### config.mk
export PLATFORM = sky130hd
export DESIGN_NAME = axi_lite_bram_bridge_flat
export DESIGN_NICKNAME = d
export VERILOG_FILES = /design/src/rtl/axi_lite_bram_bridge_if.sv /design/src/rtl/axi_lite_bram_bridge.sv /design/src/flat_wrapper.sv
export SDC_FILE = /design/constraint.sdc
export NUM_CORES = 1
export LEC_CHECK = 0
export CORE_MARGIN = 2
export CORE_UTILIZATION = 38
export CTS_CLUSTER_DIAMETER = 150
export DETAILED_ROUTE_END_ITERATION = 8
export PLACE_DENSITY = 0.76
export SETUP_SLACK_MARGIN = 0.15
export SLEW_MARGIN = 10
export SYNTH_ARGS = -nofsm -noshare
export SYNTH_HDL_FRONTEND = slang
export SYNTH_SLANG_ARGS = --single-unit
### constraint.sdc
create_clock -name clk -period 3.7 [get_ports clk]
set_input_delay 0.37 -clock clk [delete_from_list [all_inputs] [get_ports clk]]
set_output_delay 0.37 -clock clk [all_outputs]
set_load 0.01 [all_outputs]
### src/rtl/axi_lite_bram_bridge_if.sv
`default_nettype none
// ============================================================================
// Module   : axi_lite_bram_bridge_if
// Function : AXI4-Lite AW/W/B/AR/R channel bundle for axi_lite_bram_bridge.
// Revision : 1.0 - initial release
// ============================================================================
interface axi_lite_bram_bridge_if #(
   parameter int ADDR_W = 32,
   parameter int DATA_W = 32
);
   logic [ADDR_W-1:0]   araddr;
   logic                arvalid;
   logic [2:0]          arprot;
   logic                arready;

   logic [ADDR_W-1:0]   awaddr;
   logic                awvalid;
   logic [2:0]          awprot;
   logic                awready;

   logic [DATA_W-1:0]   wdata;
   logic [DATA_W/8-1:0] wstrb;
   logic                wvalid;
   logic                wready;

   logic [DATA_W-1:0]   rdata;
   logic [1:0]          rresp;
   logic                rvalid;
   logic                rready;

   logic [1:0]          bresp;
   logic                bvalid;
   logic                bready;

   modport slave (
      input  araddr, arvalid, arprot,
      input  awaddr, awvalid, awprot,
      input  wdata, wstrb, wvalid,
      input  rready, bready,
      output arready, awready, wready,
      output rdata, rresp, rvalid,
      output bresp, bvalid
   );

   modport master (
      output araddr, arvalid, arprot,
      output awaddr, awvalid, awprot,
      output wdata, wstrb, wvalid,
      output rready, bready,
      input  arready, awready, wready,
      input  rdata, rresp, rvalid,
      input  bresp, bvalid
   );
endinterface
`default_nettype wire

### src/rtl/axi_lite_bram_bridge.sv
`default_nettype none
// ============================================================================
// Module   : axi_lite_bram_bridge
// Function : AXI4-Lite slave to single-port block-RAM bridge; one access at a
//            time, round-robin between contending reads and writes.
// Options  : BRAM_BRIDGE_RANGE_CHECK_EN - out-of-range word indices get SLVERR
//            and never reach the BRAM (default: index wraps modulo depth).
// Revision : 1.0 - initial parametrised release
// ============================================================================
module axi_lite_bram_bridge #(
   parameter int DATA_W  = 32,
   parameter int ADDR_W  = 32,
   parameter int BRAM_AW = 10,
   parameter int RD_LAT  = 2
) (
   input  wire                   clk,
   input  wire                   rst,
   axi_lite_bram_bridge_if.slave axi,
   output logic                  bram_clk,
   output logic                  bram_en,
   output logic [DATA_W/8-1:0]   bram_we,
   output logic [BRAM_AW-1:0]    bram_addr,
   output logic [DATA_W-1:0]     bram_din,
   input  wire  [DATA_W-1:0]     bram_dout
);

   localparam int         STRB_W      = DATA_W / 8;
   localparam int         WB          = $clog2(STRB_W);
   localparam logic [2:0] LAT         = 3'(RD_LAT);
   localparam logic [1:0] RESP_OKAY   = 2'b00;
   localparam logic [1:0] RESP_SLVERR = 2'b10;

   generate
      if (!(DATA_W == 32 || DATA_W == 64)) begin : g_bad_data_w
         $error("axi_lite_bram_bridge: DATA_W must be 32 or 64");
      end
      if (RD_LAT < 1 || RD_LAT > 4) begin : g_bad_rd_lat
         $error("axi_lite_bram_bridge: RD_LAT must be 1..4");
      end
      if (ADDR_W < WB + BRAM_AW) begin : g_bad_addr_w
         $error("axi_lite_bram_bridge: ADDR_W too narrow for BRAM_AW");
      end
   endgenerate

   typedef enum logic [2:0] {
      S_IDLE    = 3'd0,
      S_RD_WAIT = 3'd1,
      S_RD_RESP = 3'd2,
      S_WR_EXEC = 3'd3,
      S_WR_RESP = 3'd4
   } state_t;

   typedef enum logic {
      PRIO_RD = 1'b0,
      PRIO_WR = 1'b1
   } prio_t;

   state_t              state_q,     state_d;
   prio_t               prio_q,      prio_d;
   logic [2:0]          cnt_q,       cnt_d;
   logic                rd_oor_q,    rd_oor_d;

   logic                aw_full_q,   aw_full_d;
   logic [BRAM_AW-1:0]  aw_idx_q,    aw_idx_d;
   logic                aw_oor_q,    aw_oor_d;
   logic                w_full_q,    w_full_d;
   logic [DATA_W-1:0]   w_data_q,    w_data_d;
   logic [STRB_W-1:0]   w_strb_q,    w_strb_d;

   logic                bram_en_q,   bram_en_d;
   logic [STRB_W-1:0]   bram_we_q,   bram_we_d;
   logic [BRAM_AW-1:0]  bram_addr_q, bram_addr_d;
   logic [DATA_W-1:0]   bram_din_q,  bram_din_d;

   logic [DATA_W-1:0]   rdata_q,     rdata_d;
   logic [1:0]          rresp_q,     rresp_d;
   logic                rvalid_q,    rvalid_d;
   logic [1:0]          bresp_q,     bresp_d;
   logic                bvalid_q,    bvalid_d;

   logic                wr_cand;
   logic                ar_ready;
   logic                aw_ready;
   logic                w_ready;
   logic                ar_oor;
   logic                aw_oor;
   logic                unused_bits;

   // Index bits above the BRAM depth mark an out-of-range access.
`ifdef BRAM_BRIDGE_RANGE_CHECK_EN
   generate
      if (ADDR_W > WB + BRAM_AW) begin : g_range_chk
         assign ar_oor = |axi.araddr[ADDR_W-1:WB+BRAM_AW];
         assign aw_oor = |axi.awaddr[ADDR_W-1:WB+BRAM_AW];
      end else begin : g_no_range_bits
         assign ar_oor = 1'b0;
         assign aw_oor = 1'b0;
      end
   endgenerate
`else
   assign ar_oor = 1'b0;
   assign aw_oor = 1'b0;
`endif

   assign unused_bits = &{1'b0, axi.arprot, axi.awprot, axi.araddr, axi.awaddr};

   assign wr_cand  = aw_full_q && w_full_q;
   assign ar_ready = !rst && (state_q == S_IDLE) && !(wr_cand && (prio_q == PRIO_WR));
   assign aw_ready = !rst && !aw_full_q;
   assign w_ready  = !rst && !w_full_q;

   always_comb begin
      state_d     = state_q;
      prio_d      = prio_q;
      cnt_d       = cnt_q;
      rd_oor_d    = rd_oor_q;
      aw_full_d   = aw_full_q;
      aw_idx_d    = aw_idx_q;
      aw_oor_d    = aw_oor_q;
      w_full_d    = w_full_q;
      w_data_d    = w_data_q;
      w_strb_d    = w_strb_q;
      bram_en_d   = 1'b0;
      bram_we_d   = '0;
      bram_addr_d = bram_addr_q;
      bram_din_d  = bram_din_q;
      rdata_d     = rdata_q;
      rresp_d     = rresp_q;
      rvalid_d    = rvalid_q;
      bresp_d     = bresp_q;
      bvalid_d    = bvalid_q;

      // Write buffers fill independently of the access state machine.
      if (axi.awvalid && aw_ready) begin
         aw_full_d = 1'b1;
         aw_idx_d  = axi.awaddr[WB +: BRAM_AW];
         aw_oor_d  = aw_oor;
      end
      if (axi.wvalid && w_ready) begin
         w_full_d = 1'b1;
         w_data_d = axi.wdata;
         w_strb_d = axi.wstrb;
      end

      case (state_q)
         S_IDLE: begin
            if (axi.arvalid && ar_ready) begin
               state_d     = S_RD_WAIT;
               prio_d      = PRIO_WR;
               cnt_d       = 3'd0;
               rd_oor_d    = ar_oor;
               bram_en_d   = !ar_oor;
               bram_addr_d = axi.araddr[WB +: BRAM_AW];
            end else if (wr_cand && (prio_q == PRIO_WR || !axi.arvalid)) begin
               state_d     = S_WR_EXEC;
               prio_d      = PRIO_RD;
               bram_en_d   = !aw_oor_q;
               bram_we_d   = aw_oor_q ? '0 : w_strb_q;
               bram_addr_d = aw_idx_q;
               bram_din_d  = w_data_q;
            end
         end

         S_RD_WAIT: begin
            // Count covers the address cycle plus RD_LAT BRAM pipeline stages.
            if (cnt_q == LAT) begin
               state_d  = S_RD_RESP;
               rvalid_d = 1'b1;
               rdata_d  = rd_oor_q ? '0 : bram_dout;
               rresp_d  = rd_oor_q ? RESP_SLVERR : RESP_OKAY;
            end else begin
               cnt_d = cnt_q + 3'd1;
            end
         end

         S_RD_RESP: begin
            if (axi.rready) begin
               rvalid_d = 1'b0;
               state_d  = S_IDLE;
            end
         end

         S_WR_EXEC: begin
            state_d  = S_WR_RESP;
            bvalid_d = 1'b1;
            bresp_d  = aw_oor_q ? RESP_SLVERR : RESP_OKAY;
         end

         S_WR_RESP: begin
            if (axi.bready) begin
               bvalid_d  = 1'b0;
               aw_full_d = 1'b0;
               w_full_d  = 1'b0;
               state_d   = S_IDLE;
            end
         end

         default: begin
            state_d = S_IDLE;
         end
      endcase
   end

   always_ff @(posedge clk or posedge rst) begin
      if (rst) begin
         state_q     <= S_IDLE;
         prio_q      <= PRIO_RD;
         cnt_q       <= 3'd0;
         rd_oor_q    <= 1'b0;
         aw_full_q   <= 1'b0;
         aw_idx_q    <= '0;
         aw_oor_q    <= 1'b0;
         w_full_q    <= 1'b0;
         w_data_q    <= '0;
         w_strb_q    <= '0;
         bram_en_q   <= 1'b0;
         bram_we_q   <= '0;
         bram_addr_q <= '0;
         bram_din_q  <= '0;
         rdata_q     <= '0;
         rresp_q     <= 2'b00;
         rvalid_q    <= 1'b0;
         bresp_q     <= 2'b00;
         bvalid_q    <= 1'b0;
      end else begin
         state_q     <= state_d;
         prio_q      <= prio_d;
         cnt_q       <= cnt_d;
         rd_oor_q    <= rd_oor_d;
         aw_full_q   <= aw_full_d;
         aw_idx_q    <= aw_idx_d;
         aw_oor_q    <= aw_oor_d;
         w_full_q    <= w_full_d;
         w_data_q    <= w_data_d;
         w_strb_q    <= w_strb_d;
         bram_en_q   <= bram_en_d;
         bram_we_q   <= bram_we_d;
         bram_addr_q <= bram_addr_d;
         bram_din_q  <= bram_din_d;
         rdata_q     <= rdata_d;
         rresp_q     <= rresp_d;
         rvalid_q    <= rvalid_d;
         bresp_q     <= bresp_d;
         bvalid_q    <= bvalid_d;
      end
   end

   assign bram_clk    = clk;
   assign bram_en     = bram_en_q;
   assign bram_we     = bram_we_q;
   assign bram_addr   = bram_addr_q;
   assign bram_din    = bram_din_q;

   assign axi.arready = ar_ready;
   assign axi.awready = aw_ready;
   assign axi.wready  = w_ready;
   assign axi.rdata   = rdata_q;
   assign axi.rresp   = rresp_q;
   assign axi.rvalid  = rvalid_q;
   assign axi.bresp   = bresp_q;
   assign axi.bvalid  = bvalid_q;

endmodule
`default_nettype wire

### src/flat_wrapper.sv
// flat-port wrapper written by rule: the top's interface ports become plain ports
module axi_lite_bram_bridge_flat 
#(
   parameter int DATA_W  = 32,
   parameter int ADDR_W  = 32,
   parameter int BRAM_AW = 10,
   parameter int RD_LAT  = 2
)
  (clk, rst, bram_clk, bram_en, bram_we, bram_addr, bram_din, bram_dout, axi_araddr, axi_arvalid, axi_arprot, axi_awaddr, axi_awvalid, axi_awprot, axi_wdata, axi_wstrb, axi_wvalid, axi_rready, axi_bready, axi_arready, axi_awready, axi_wready, axi_rdata, axi_rresp, axi_rvalid, axi_bresp, axi_bvalid);
  axi_lite_bram_bridge_if #(.ADDR_W(ADDR_W), .DATA_W(DATA_W)) axi_i ();
  input  wire clk;
  input  wire rst;
  output logic bram_clk;
  output logic bram_en;
  output logic [DATA_W/8-1:0] bram_we;
  output logic [BRAM_AW-1:0] bram_addr;
  output logic [DATA_W-1:0] bram_din;
  input  wire  [DATA_W-1:0] bram_dout;
  input wire logic [$bits(axi_i.araddr)-1:0] axi_araddr;
  input wire logic [$bits(axi_i.arvalid)-1:0] axi_arvalid;
  input wire logic [$bits(axi_i.arprot)-1:0] axi_arprot;
  input wire logic [$bits(axi_i.awaddr)-1:0] axi_awaddr;
  input wire logic [$bits(axi_i.awvalid)-1:0] axi_awvalid;
  input wire logic [$bits(axi_i.awprot)-1:0] axi_awprot;
  input wire logic [$bits(axi_i.wdata)-1:0] axi_wdata;
  input wire logic [$bits(axi_i.wstrb)-1:0] axi_wstrb;
  input wire logic [$bits(axi_i.wvalid)-1:0] axi_wvalid;
  input wire logic [$bits(axi_i.rready)-1:0] axi_rready;
  input wire logic [$bits(axi_i.bready)-1:0] axi_bready;
  output wire logic [$bits(axi_i.arready)-1:0] axi_arready;
  output wire logic [$bits(axi_i.awready)-1:0] axi_awready;
  output wire logic [$bits(axi_i.wready)-1:0] axi_wready;
  output wire logic [$bits(axi_i.rdata)-1:0] axi_rdata;
  output wire logic [$bits(axi_i.rresp)-1:0] axi_rresp;
  output wire logic [$bits(axi_i.rvalid)-1:0] axi_rvalid;
  output wire logic [$bits(axi_i.bresp)-1:0] axi_bresp;
  output wire logic [$bits(axi_i.bvalid)-1:0] axi_bvalid;
  assign axi_i.araddr = axi_araddr;
  assign axi_i.arvalid = axi_arvalid;
  assign axi_i.arprot = axi_arprot;
  assign axi_i.awaddr = axi_awaddr;
  assign axi_i.awvalid = axi_awvalid;
  assign axi_i.awprot = axi_awprot;
  assign axi_i.wdata = axi_wdata;
  assign axi_i.wstrb = axi_wstrb;
  assign axi_i.wvalid = axi_wvalid;
  assign axi_i.rready = axi_rready;
  assign axi_i.bready = axi_bready;
  assign axi_arready = axi_i.arready;
  assign axi_awready = axi_i.awready;
  assign axi_wready = axi_i.wready;
  assign axi_rdata = axi_i.rdata;
  assign axi_rresp = axi_i.rresp;
  assign axi_rvalid = axi_i.rvalid;
  assign axi_bresp = axi_i.bresp;
  assign axi_bvalid = axi_i.bvalid;
  axi_lite_bram_bridge #(.DATA_W(DATA_W), .ADDR_W(ADDR_W), .BRAM_AW(BRAM_AW), .RD_LAT(RD_LAT)) u_core (.clk(clk), .rst(rst), .axi(axi_i), .bram_clk(bram_clk), .bram_en(bram_en), .bram_we(bram_we), .bram_addr(bram_addr), .bram_din(bram_din), .bram_dout(bram_dout));
endmodule
==> reports/results.ini <==
[run_status]
outcome=finished, final reports clean

[floorplanning]
row_count=43
die_y_um=122.8
dieArea_sq_mm=0.01507
start_util_pct=38.77
fp.coreArea_sq_mm=0.01383
die_w_um=122.8
io-pin-count=234

[synth]
synth_most_common_cell=dfrtp_1
synthFlopType=dfrtp_1
synth_commonest_cells=dfrtp_1 (136), mux2_2 (109), nor2_1 (21)
ys_ff_latch=136
synth_edf_count=0
seq_area_frac_synth_pct=63.49
synthCells=363
syn_area_sq_mm=0.005360
synth.largest_area_cell=dfrtp_1
synth_top_area_share_pct=63.49
synth_warnings=0
synth_area_leaders=dfrtp_1 (63%), mux2_2 (23%), mux2i_1 (1.9%)
postSynthAreaPerCell_sq_um=14.77
synthArstFlopShare_pct=100.0
synth.distinct_cells=31

[drt]
first_pass_iters=4
vias_per_cell=4.712
drc_errors=0
routed_wl_um=11950
drt_iter0_drc=189
antenna_left=0
via_count=3496
wl_per_cell_um=16.11

[grt]
grt_pass1_vias=3758
grt_max_degree=79
grt_overflow_total=0
antenna_found_initial=0
grt_usage_pct=17.09
grt_pass1_wl_um=18990

[pwr]
max-vdd-ir-drop_uv=406.2
power.density_mw_per_mm2=902.9
p_leak_nw=3.363
total_power_mw=7.215

[timing]
setup_violations=0
worstMarginPinSlew_ns=0.9931
report.final.slew_viol_count=0
tns_ns=0
rsz0062_at_grt=no
relSlewSlack_pct=33.61
worst_slack_ns=0.7447
finalHoldWorstSlack_ns=0.2969
finalHoldViolCount=0
finClkSkew_ns=0.007412

[setup_path]
crit_type=clock port to primary output
rr_worst_depth=4
cp-end-kind=primary output
critPathLaunchType=clock port
cp_data_required_time_ns=3.33
crit_arrival_ns=2.59
crit_path_max_fanout=2

[finish]
fin_area_sq_mm=0.007991
diodes=0
synthToLayoutAreaGrowth_pct=49.09
nFillCells=1086
drive_gt1_share_pct=27.40
nets=696

[min_path]
hp-class=input port to async pin

[place]
hpwl_um=8310
routabilityCongestion=0.7496
place_area_sq_mm=0.007287
portBuffers=179
dpl_worst_slack_ns=1.031

[clock_network]
ctsResizeCount=0
postCtsHoldBufs=0
cts.clk_slew.worst_paths_ns=0.06
clkLatencyLatePin_ns=0.53
cts_tree=yes
cts_setup_buffers=0

[flow_run]
cap_violations=0

[routing by layer]
metal  vias up  share of wire [%]  track usage [%]
met4         0                2.0            7.830
li1       1629                  -                -
met5         -                  0                0
met3        17                7.4            8.086
met1      1727                 41            19.66
met2       123                 49            27.00
[where the power goes]
group / internal (mW) / switching (mW) / leakage, nW / total [mW]
logic: 1.63 / 0.979 / 1.39 / 2.61
clock network: 1.31 / 0.655 / 0.345 / 1.97
registers: 2.24 / 0.405 / 1.63 / 2.64
total: 5.18 / 2.04 / 3.36 / 7.22
[metrics by stage]
step	utilization, %	std cells
4_1_cts	57.80	742
6_report	57.80	742
5_1_grt	57.80	742
2_1_floorplan	-	366
3_3_place_gp	52.70	707
3_5_place_dp	52.70	707
[area by class of cell]
type                            instances  area (sq um)  area share [%]
Sequential cell                       136          3403           42.59
Timing Repair Buffer                  183          1832           22.92
Multi-Input combinational cell        204          1802           22.55
Clock buffer                           23         538.0           6.732
Tap cell                              180         225.2           2.818
Clock inverter                         13         176.4           2.208
Inverter                                3         15.01          0.1879
[critical path: stages]
cell,delay [ns]
clkbuf_16,0.12
clkbuf_16,0.13
clkdlybuf4s50_1,0.49
[kinds of logic after synthesis]
family / share of synthesized area, %
flops: 63.49
mux: 24.98
simple gates: 5.322
buf+inv: 3.245
compound gates: 2.428
fa+ha+maj: 0.4668
other cells: 0.06996
[cell usage in the layout (no fill, tap or decap), types with 4 or more instances in the layout]
master | netlist | routed
and2_1 | 6 | 5
nor2b_1 | 5 | 5
a21oi_1 | 14 | 14
nand3_1 | 5 | 5
mux2_2 | 109 | 109
dfrtp_1 | 136 | 136
nor2_1 | 21 | 21
clkinv_2 | 0 | 5
mux2i_1 | 10 | 10
clkbuf_16 | 0 | 20
bufinv_16 | 0 | 4
clkdlybuf4s50_1 | 0 | 179
clkinvlp_4 | 0 | 4
buf_4 | 6 | 4
nand2_1 | 10 | 10
conb_1 | 1 | 4
[final timing paths]
check	end	slack, ns	from
worst min-delay path	u_core.axi.rdata[27]	0.30	rst
min in group clk	u_core.bram_addr[9]	0.42	axi_araddr[11]
worst max register to register	u_core.cnt_q[2]	1.55	u_core.state_q[0]
max in group asynchronous	u_core.w_data_q[14]	2.11	rst
worst max-delay path	bram_clk	0.74	clk
worst min register to register	u_core.bram_we[0]	0.47	u_core.w_strb_q[0]
[registers in the layout, summed over array words and instances, names as in the netlist]
signal             cells
u_core.axi.bvalid      1
u_core.w_strb_q        4
u_core.aw_full_q       1
u_core.cnt_q           3
u_core.bram_din       32
u_core.state_q         3
u_core.axi.rdata      32
u_core.bram_we         4
u_core.w_full_q        1
u_core.prio_q          1
u_core.aw_idx_q       10
u_core.bram_en         1
u_core.bram_addr      10
u_core.w_data_q       32
u_core.axi.rvalid      1
(Power assumes the default switching activity.)
